[config.mk]
export PLATFORM = sky130hd
export DESIGN_NAME = adc_serial_multi
export DESIGN_NICKNAME = d
export VERILOG_FILES = /design/src/rtl/adc_serial_multi.sv
export SDC_FILE = /design/constraint.sdc
export NUM_CORES = 1
export LEC_CHECK = 0
export ABC_AREA = 1
export CAP_MARGIN = 20
export CORE_MARGIN = 5
export CORE_UTILIZATION = 49
export DETAILED_ROUTE_END_ITERATION = 8
export PLACE_DENSITY = 0.78
export SKIP_LAST_GASP = 1
export SYNTH_ARGS = -nofsm -noshare
export SYNTH_HDL_FRONTEND = slang
export SYNTH_SLANG_ARGS = --single-unit
export TNS_END_PERCENT = 1
[constraint.sdc]
create_clock -name clk -period 1.8 [get_ports clk]
set_input_delay 0.36 -clock clk [delete_from_list [all_inputs] [get_ports clk]]
set_output_delay 0.36 -clock clk [all_outputs]
set_load 0.01 [all_outputs]
[src/rtl/adc_serial_multi.sv]
// adc_serial_multi
//   Drives one shared adc_clk / adc_cs pair for NUM_CH ADS7883-style SAR ADCs.
//   Each ADC has its own serial data line, and each channel is deserialised
//   MSB-first. All channels are published together with a one-cycle ready
//   strobe, and a per-channel running maximum is kept alongside.
//
// Ports
//   clk      in   system clock
//   reset    in   synchronous, active-high reset
//   enable   in   run request, sampled at the frame boundary
//   max_clr  in   clears every peak register (a publish on the same cycle wins)
//   adc_sd   in   [NUM_CH]          serial data, bit i = channel i
//   adc_clk  out  registered ADC clock, idles high
//   adc_cs   out  registered chip select, active low
//   ready    out  one-cycle pulse, data is valid
//   data     out  [NUM_CH*DATA_W]  channel i at [i*DATA_W +: DATA_W]
//   max      out  [NUM_CH*DATA_W]  per-channel peak, same packing
//   busy     out  high while a frame is in progress
//
// Optional build macro
//   ADC_AVG_EN : when defined, 2**AVG_LOG2 consecutive frames are averaged per
//                channel, and ready pulses once per group. The peak registers
//                still follow the raw per-frame samples.
module adc_serial_multi #(
  parameter int NUM_CH    = 2,
  parameter int DATA_W    = 12,
  parameter int LEAD_BITS = 2,
  parameter int FRAME_LEN = 16,
  parameter int CLK_DIV   = 2,
  parameter int AVG_LOG2  = 2
) (
  input  logic                       clk,
  input  logic                       reset,
  input  logic                       enable,
  input  logic                       max_clr,
  input  logic [NUM_CH-1:0]          adc_sd,
  output logic                       adc_clk,
  output logic                       adc_cs,
  output logic                       ready,
  output logic [NUM_CH*DATA_W-1:0]   data,
  output logic [NUM_CH*DATA_W-1:0]   max,
  output logic                       busy
);

  localparam int DIV_W  = (CLK_DIV > 2) ? $clog2(CLK_DIV) : 1;
  localparam int SLOT_W = $clog2(FRAME_LEN);

  localparam logic [DIV_W-1:0]  DIV_LAST  = DIV_W'(CLK_DIV - 1);
  localparam logic [DIV_W-1:0]  DIV_HALF  = DIV_W'(CLK_DIV / 2);
  localparam logic [SLOT_W-1:0] SLOT_LAST = SLOT_W'(FRAME_LEN - 1);
  localparam logic [SLOT_W-1:0] CAP_FIRST = SLOT_W'(LEAD_BITS + 1);
  localparam logic [SLOT_W-1:0] CAP_LAST  = SLOT_W'(LEAD_BITS + DATA_W);

  typedef enum logic {IDLE, FRAME} state_t;

  state_t                          state_q, state_d;
  logic [DIV_W-1:0]                div_cnt_q, div_cnt_d;
  logic [SLOT_W-1:0]               slot_q, slot_d;
  logic [NUM_CH-1:0][DATA_W-1:0]   shift_q, shift_d;
  logic [NUM_CH-1:0][DATA_W-1:0]   data_q, data_d;
  logic [NUM_CH-1:0][DATA_W-1:0]   max_q, max_d;
  logic                            pub_q, pub_d;
  logic                            ready_q, ready_d;
  logic                            adc_clk_q, adc_clk_d;
  logic                            adc_cs_q, adc_cs_d;
  logic                            strobe;

`ifdef ADC_AVG_EN
  localparam int ACC_W = DATA_W + AVG_LOG2;
  localparam int GRP_W = (AVG_LOG2 > 0) ? AVG_LOG2 : 1;
  localparam logic [GRP_W-1:0] GRP_LAST = GRP_W'((1 << AVG_LOG2) - 1);

  logic [NUM_CH-1:0][ACC_W-1:0]    acc_q, acc_d;
  logic [GRP_W-1:0]                grp_q, grp_d;
  logic [ACC_W-1:0]                sum;
`endif

  // The ADC pins are registered copies of the next-state values. Because of
  // that, adc_clk and adc_cs line up with div_cnt_q and slot_q and never glitch.
  // pub_q delays the publish by one cycle so that it follows the last capture strobe.
  always_ff @(posedge clk) begin
    if (reset) begin
      state_q   <= IDLE;
      div_cnt_q <= '0;
      slot_q    <= '0;
      shift_q   <= '0;
      data_q    <= '0;
      max_q     <= '0;
      pub_q     <= 1'b0;
      ready_q   <= 1'b0;
      adc_clk_q <= 1'b1;
      adc_cs_q  <= 1'b1;
`ifdef ADC_AVG_EN
      acc_q     <= '0;
      grp_q     <= '0;
`endif
    end else begin
      state_q   <= state_d;
      div_cnt_q <= div_cnt_d;
      slot_q    <= slot_d;
      shift_q   <= shift_d;
      data_q    <= data_d;
      max_q     <= max_d;
      pub_q     <= pub_d;
      ready_q   <= ready_d;
      adc_clk_q <= adc_clk_d;
      adc_cs_q  <= adc_cs_d;
`ifdef ADC_AVG_EN
      acc_q     <= acc_d;
      grp_q     <= grp_d;
`endif
    end
  end

  // Next-state logic for the frame sequencer, the shifters and the publish path.
  always_comb begin
    state_d   = state_q;
    div_cnt_d = div_cnt_q;
    slot_d    = slot_q;
    shift_d   = shift_q;
    data_d    = data_q;
    max_d     = max_q;
    ready_d   = 1'b0;
    strobe    = (state_q == FRAME) && (div_cnt_q == DIV_LAST);
`ifdef ADC_AVG_EN
    acc_d     = acc_q;
    grp_d     = grp_q;
    sum       = '0;
`endif

    case (state_q)
      IDLE: begin
        if (enable) begin
          state_d   = FRAME;
          div_cnt_d = '0;
          slot_d    = '0;
        end
      end
      FRAME: begin
        div_cnt_d = strobe ? '0 : div_cnt_q + 1'b1;
        if (strobe) begin
          // enable is only looked at here, so a frame that has started always finishes.
          if (slot_q == SLOT_LAST) begin
            slot_d = '0;
            if (!enable) state_d = IDLE;
          end else begin
            slot_d = slot_q + 1'b1;
          end
        end
      end
      default: state_d = IDLE;
    endcase

    if (slot_q == '0) begin
      shift_d = '0;
    end else if (strobe && (slot_q >= CAP_FIRST) && (slot_q <= CAP_LAST)) begin
      for (int i = 0; i < NUM_CH; i++)
        shift_d[i] = {shift_q[i][DATA_W-2:0], adc_sd[i]};
    end

    pub_d = strobe && (slot_q == CAP_LAST);

    // The clear is applied first and the compare second. A clear that lands
    // on a publish therefore leaves the new sample in the peak register.
    if (max_clr) max_d = '0;
    if (pub_q) begin
      for (int i = 0; i < NUM_CH; i++)
        if (shift_q[i] > max_d[i]) max_d[i] = shift_q[i];
    end

`ifdef ADC_AVG_EN
    // Any partial group is discarded whenever the sequencer sits idle.
    if (state_q == IDLE) begin
      acc_d = '0;
      grp_d = '0;
    end else if (pub_q) begin
      for (int i = 0; i < NUM_CH; i++) begin
        sum = acc_q[i] + ACC_W'(shift_q[i]);
        if (grp_q == GRP_LAST) begin
          data_d[i] = DATA_W'(sum >> AVG_LOG2);
          acc_d[i]  = '0;
        end else begin
          acc_d[i]  = sum;
        end
      end
      if (grp_q == GRP_LAST) begin
        ready_d = 1'b1;
        grp_d   = '0;
      end else begin
        grp_d   = grp_q + 1'b1;
      end
    end
`else
    if (pub_q) begin
      data_d  = shift_q;
      ready_d = 1'b1;
    end
`endif

    adc_clk_d = (state_d != FRAME) || (div_cnt_d < DIV_HALF);
    adc_cs_d  = (state_d != FRAME) || (slot_d == '0);
  end

  assign adc_clk = adc_clk_q;
  assign adc_cs  = adc_cs_q;
  assign ready   = ready_q;
  assign data    = data_q;
  assign max     = max_q;
  assign busy    = (state_q == FRAME);

endmodule

==> reports/results.ini <==
[run_status]
outcome=complete, but fails checks
violations=negative setup slack

[clock_network]
clkLatencyLatePin_ps=350
holdBufCountCts=0
path_clk_slew_ps=80
cts_root_buffer=clkbuf_8
cts_tree=yes
clk_path_buf_depth=2
clock_sink_count=82
cts_inserted_buffers=9
cts.htree.levels=3

[finish]
fill_cells=612
syn_to_final_growth_pct=37.6
utilization=0.684
diodes=0
final_cells=695
finalNetCount=618
drive_gt1_frac=0.261

[die]
ios=58
core_region_area_sq_um=8090
die-area_sq_um=10100
start_util=0.497
die_width_um=101
dieHeight_um=101
rows=33

[sta]
rsz0062_at_grt=yes
tightest_slew_ps=349
setup_viol=2
period_share=1.02
hold_viol=0
maxSlewViolCount=0
worst_slack_ps=-41.3
max_freq_mhz=543
fin_crit_ps=1840
slew_headroom=0.766
fin_skew_ps=7.05

[global_routing]
grt_pass1_wl_um=15800
antenna_found_initial=0
grt_pass1_vias=3587
grt_max_degree=31
grt-ovfl-total=0
grt_usage=0.191

[power]
powerDensity_nw_per_um2=617
ir_worst_vdd_v=0.000327
p_leak_uw=0.00231
power.total_uw=3410

[route]
ant_nets=0
dr.pass1.iters=4
vias_per_cell=5.44
drtIter0Drc=204
route.detailed.drc=0
wirelength_um=11000
vias=3779
wl_per_cell_um=15.9

[synthesis]
syn_area_per_cell_sq_um=7.98
mappedNetlistArea_sq_um=4020
syn-num-nets=537
synth_seq_area_share=0.408
synthCells=504
ys_types=29
yosys_warnings=0
synth_seq_cells=82

[placed_design]
dp_cells=666
dp_worst_setup_slack_ps=-753
place.port_buffers=57
gp_congestion=0.849
dpl.hpwl_um=6460

[worst_setup_path]
arrival_ps=2130
crit_fanout=5
regToRegSetupSlack_ps=-10
r2r-start=max[20]$_SDFF_PP0_
rr_endpoint=max[22]$_SDFF_PP0_
start_kind=primary input
crit_path_end_kind=register
rr_worst_depth=13
crit_required_ps=2090
worst-setup-path-type=in -> reg

[min_path]
hold_path_depth=2
hold_end=data[13]$_SDFFE_PP0P_
hold_class=reg -> reg
hold_start=data[13]$_SDFFE_PP0P_

[flow_run]
drv_cap=0

[worst max-delay path: stages]
cell and delay [ps]:
buf_6 70, clkinvlp_4 160, clkbuf_16 210, nand2_1 130, ha_4 220, nand2_2 70
inv_2 40, nand2_2 90, nor2_4 40, buf_4 150, nand2_8 90, nand3_4 120
buf_4 170, nand3_2 40, nand2_1 50, nor2_1 120
[cells by family (layout without fill, tap and decap cells)]
| logic type | count (synthesis) | after routing | share of synthesized area |
|---|---|---|---|
| flops | 82 | 82 | 0.408 |
| simple gates | 210 | 212 | 0.227 |
| xor+xnor | 2 | 2 | 0.00436 |
| fa+ha+maj | 27 | 27 | 0.0840 |
| buf+inv | 78 | 162 | 0.0918 |
| compound gates | 105 | 105 | 0.184 |
[what timing repair did]
item	CTS	global route
buffers inserted	2	4
pin swaps	1	23
endpoints found under the setup margin	24	25
resized for setup	23	76
cloned	2	5
[how the worst max path moves through the flow]
stage                       start            endpoint  slack [ps]  cells after the start
after detailed placement  max_clr  max[17]$_SDFF_PP0_        -750                     13
after floorplan           max_clr  max[14]$_SDFF_PP0_           8                     14
final                     max_clr  max[22]$_SDFF_PP0_         -40                     16
after CTS                 max_clr   max[1]$_SDFF_PP0_         -70                     14
after global routing      max_clr  max[12]$_SDFF_PP0_        -100                     13
after global placement    max_clr   max[3]$_SDFF_PP0_        -680                     15
[power breakdown]
part           total [uW]  internal [uW]  switching [uW]
logic                 152           66.1            85.4
registers            1830           1820            10.0
clock network        1430            795             635
[layout by cell type, fill, tap and decap left out, types with 4 or more instances in the layout]
cell | Yosys | final
nand2_4 | 0 | 5
nand3_2 | 5 | 8
buf_4 | 4 | 22
inv_1 | 47 | 44
a21boi_2 | 1 | 12
buf_12 | 0 | 4
nand2_1 | 97 | 75
ha_1 | 27 | 16
dfxtp_1 | 82 | 82
o21ai_0 | 31 | 31
nand2_2 | 5 | 20
clkbuf_8 | 0 | 13
nand3_4 | 2 | 5
inv_2 | 5 | 6
a21boi_1 | 0 | 5
buf_6 | 7 | 6
nor2_1 | 70 | 69
clkdlybuf4s50_1 | 0 | 56
nor2_2 | 9 | 9
a211oi_2 | 20 | 20
ha_4 | 0 | 11
a21oi_1 | 29 | 26
nand3_1 | 18 | 14
[sequential cells by signal, indices dropped and copies added (netlist names)]
register and flops:
busy 1, adc_clk 1, data 24, slot_q 4, shift_q 24, pub_q 1
adc_cs 1, div_cnt_q 1, ready 1, max 24
[per-layer routing]
layer,GRT usage,vias up,part of all wire,wire length (um)
li1,-,1809,-,-
met1,0.229,1807,0.41,4500
met2,0.331,130,0.51,5620
met3,0.0249,33,0.050,555
met4,0.0964,0,0.032,352
met5,0,-,0,0
[metrics by stage]
stage          setup TNS, ps  hold slack (ps)  area (sq um)
6_report               -69.6              511          5530
5_1_grt                -1600              548          5530
4_1_cts                -1190              499          5070
3_5_place_dp          -16730              487          4790
3_3_place_gp          -15400              467          4790
2_1_floorplan              0              432          4040
[area by class of cell]
cell class	instances	area, sq um	area share
inverters	54	219	0.0396
flip-flops and latches	82	1640	0.297
repair buffers	91	938	0.170
clock inverters	1	30.0	0.00543
well taps	105	131	0.0237
clock buffers	15	186	0.0337
repair inverters	1	8.76	0.00158
multi-input cells	346	2380	0.430
[Yosys cell counts]
cell / count / share of area
nand3_4: 2 / 0.0087
a21oi_1: 29 / 0.036
nand4_1: 2 / 0.0031
nor4_1: 1 / 0.0016
buf_6: 7 / 0.020
clkbuf_1: 6 / 0.0056
clkinv_1: 2 / 0.0019
buf_2: 7 / 0.0087
nor2_2: 9 / 0.014
inv_2: 5 / 0.0047
a21o_1: 2 / 0.0037
ha_1: 27 / 0.084
nand3_1: 18 / 0.022
a21boi_0: 17 / 0.032
a31oi_1: 1 / 0.0016
nand2_2: 5 / 0.0078
nand2_1: 97 / 0.091
and2_1: 1 / 0.0016
inv_1: 47 / 0.044
nand3_2: 5 / 0.012
o21ai_0: 31 / 0.039
a211oi_1: 3 / 0.0056
nor2_1: 70 / 0.065
xor2_1: 2 / 0.0044
buf_4: 4 / 0.0075
a211oi_2: 20 / 0.062
dfxtp_1: 82 / 0.41
a22oi_1: 1 / 0.0019
a21boi_2: 1 / 0.0028
Note: power is estimated with default switching activity, not from simulation.
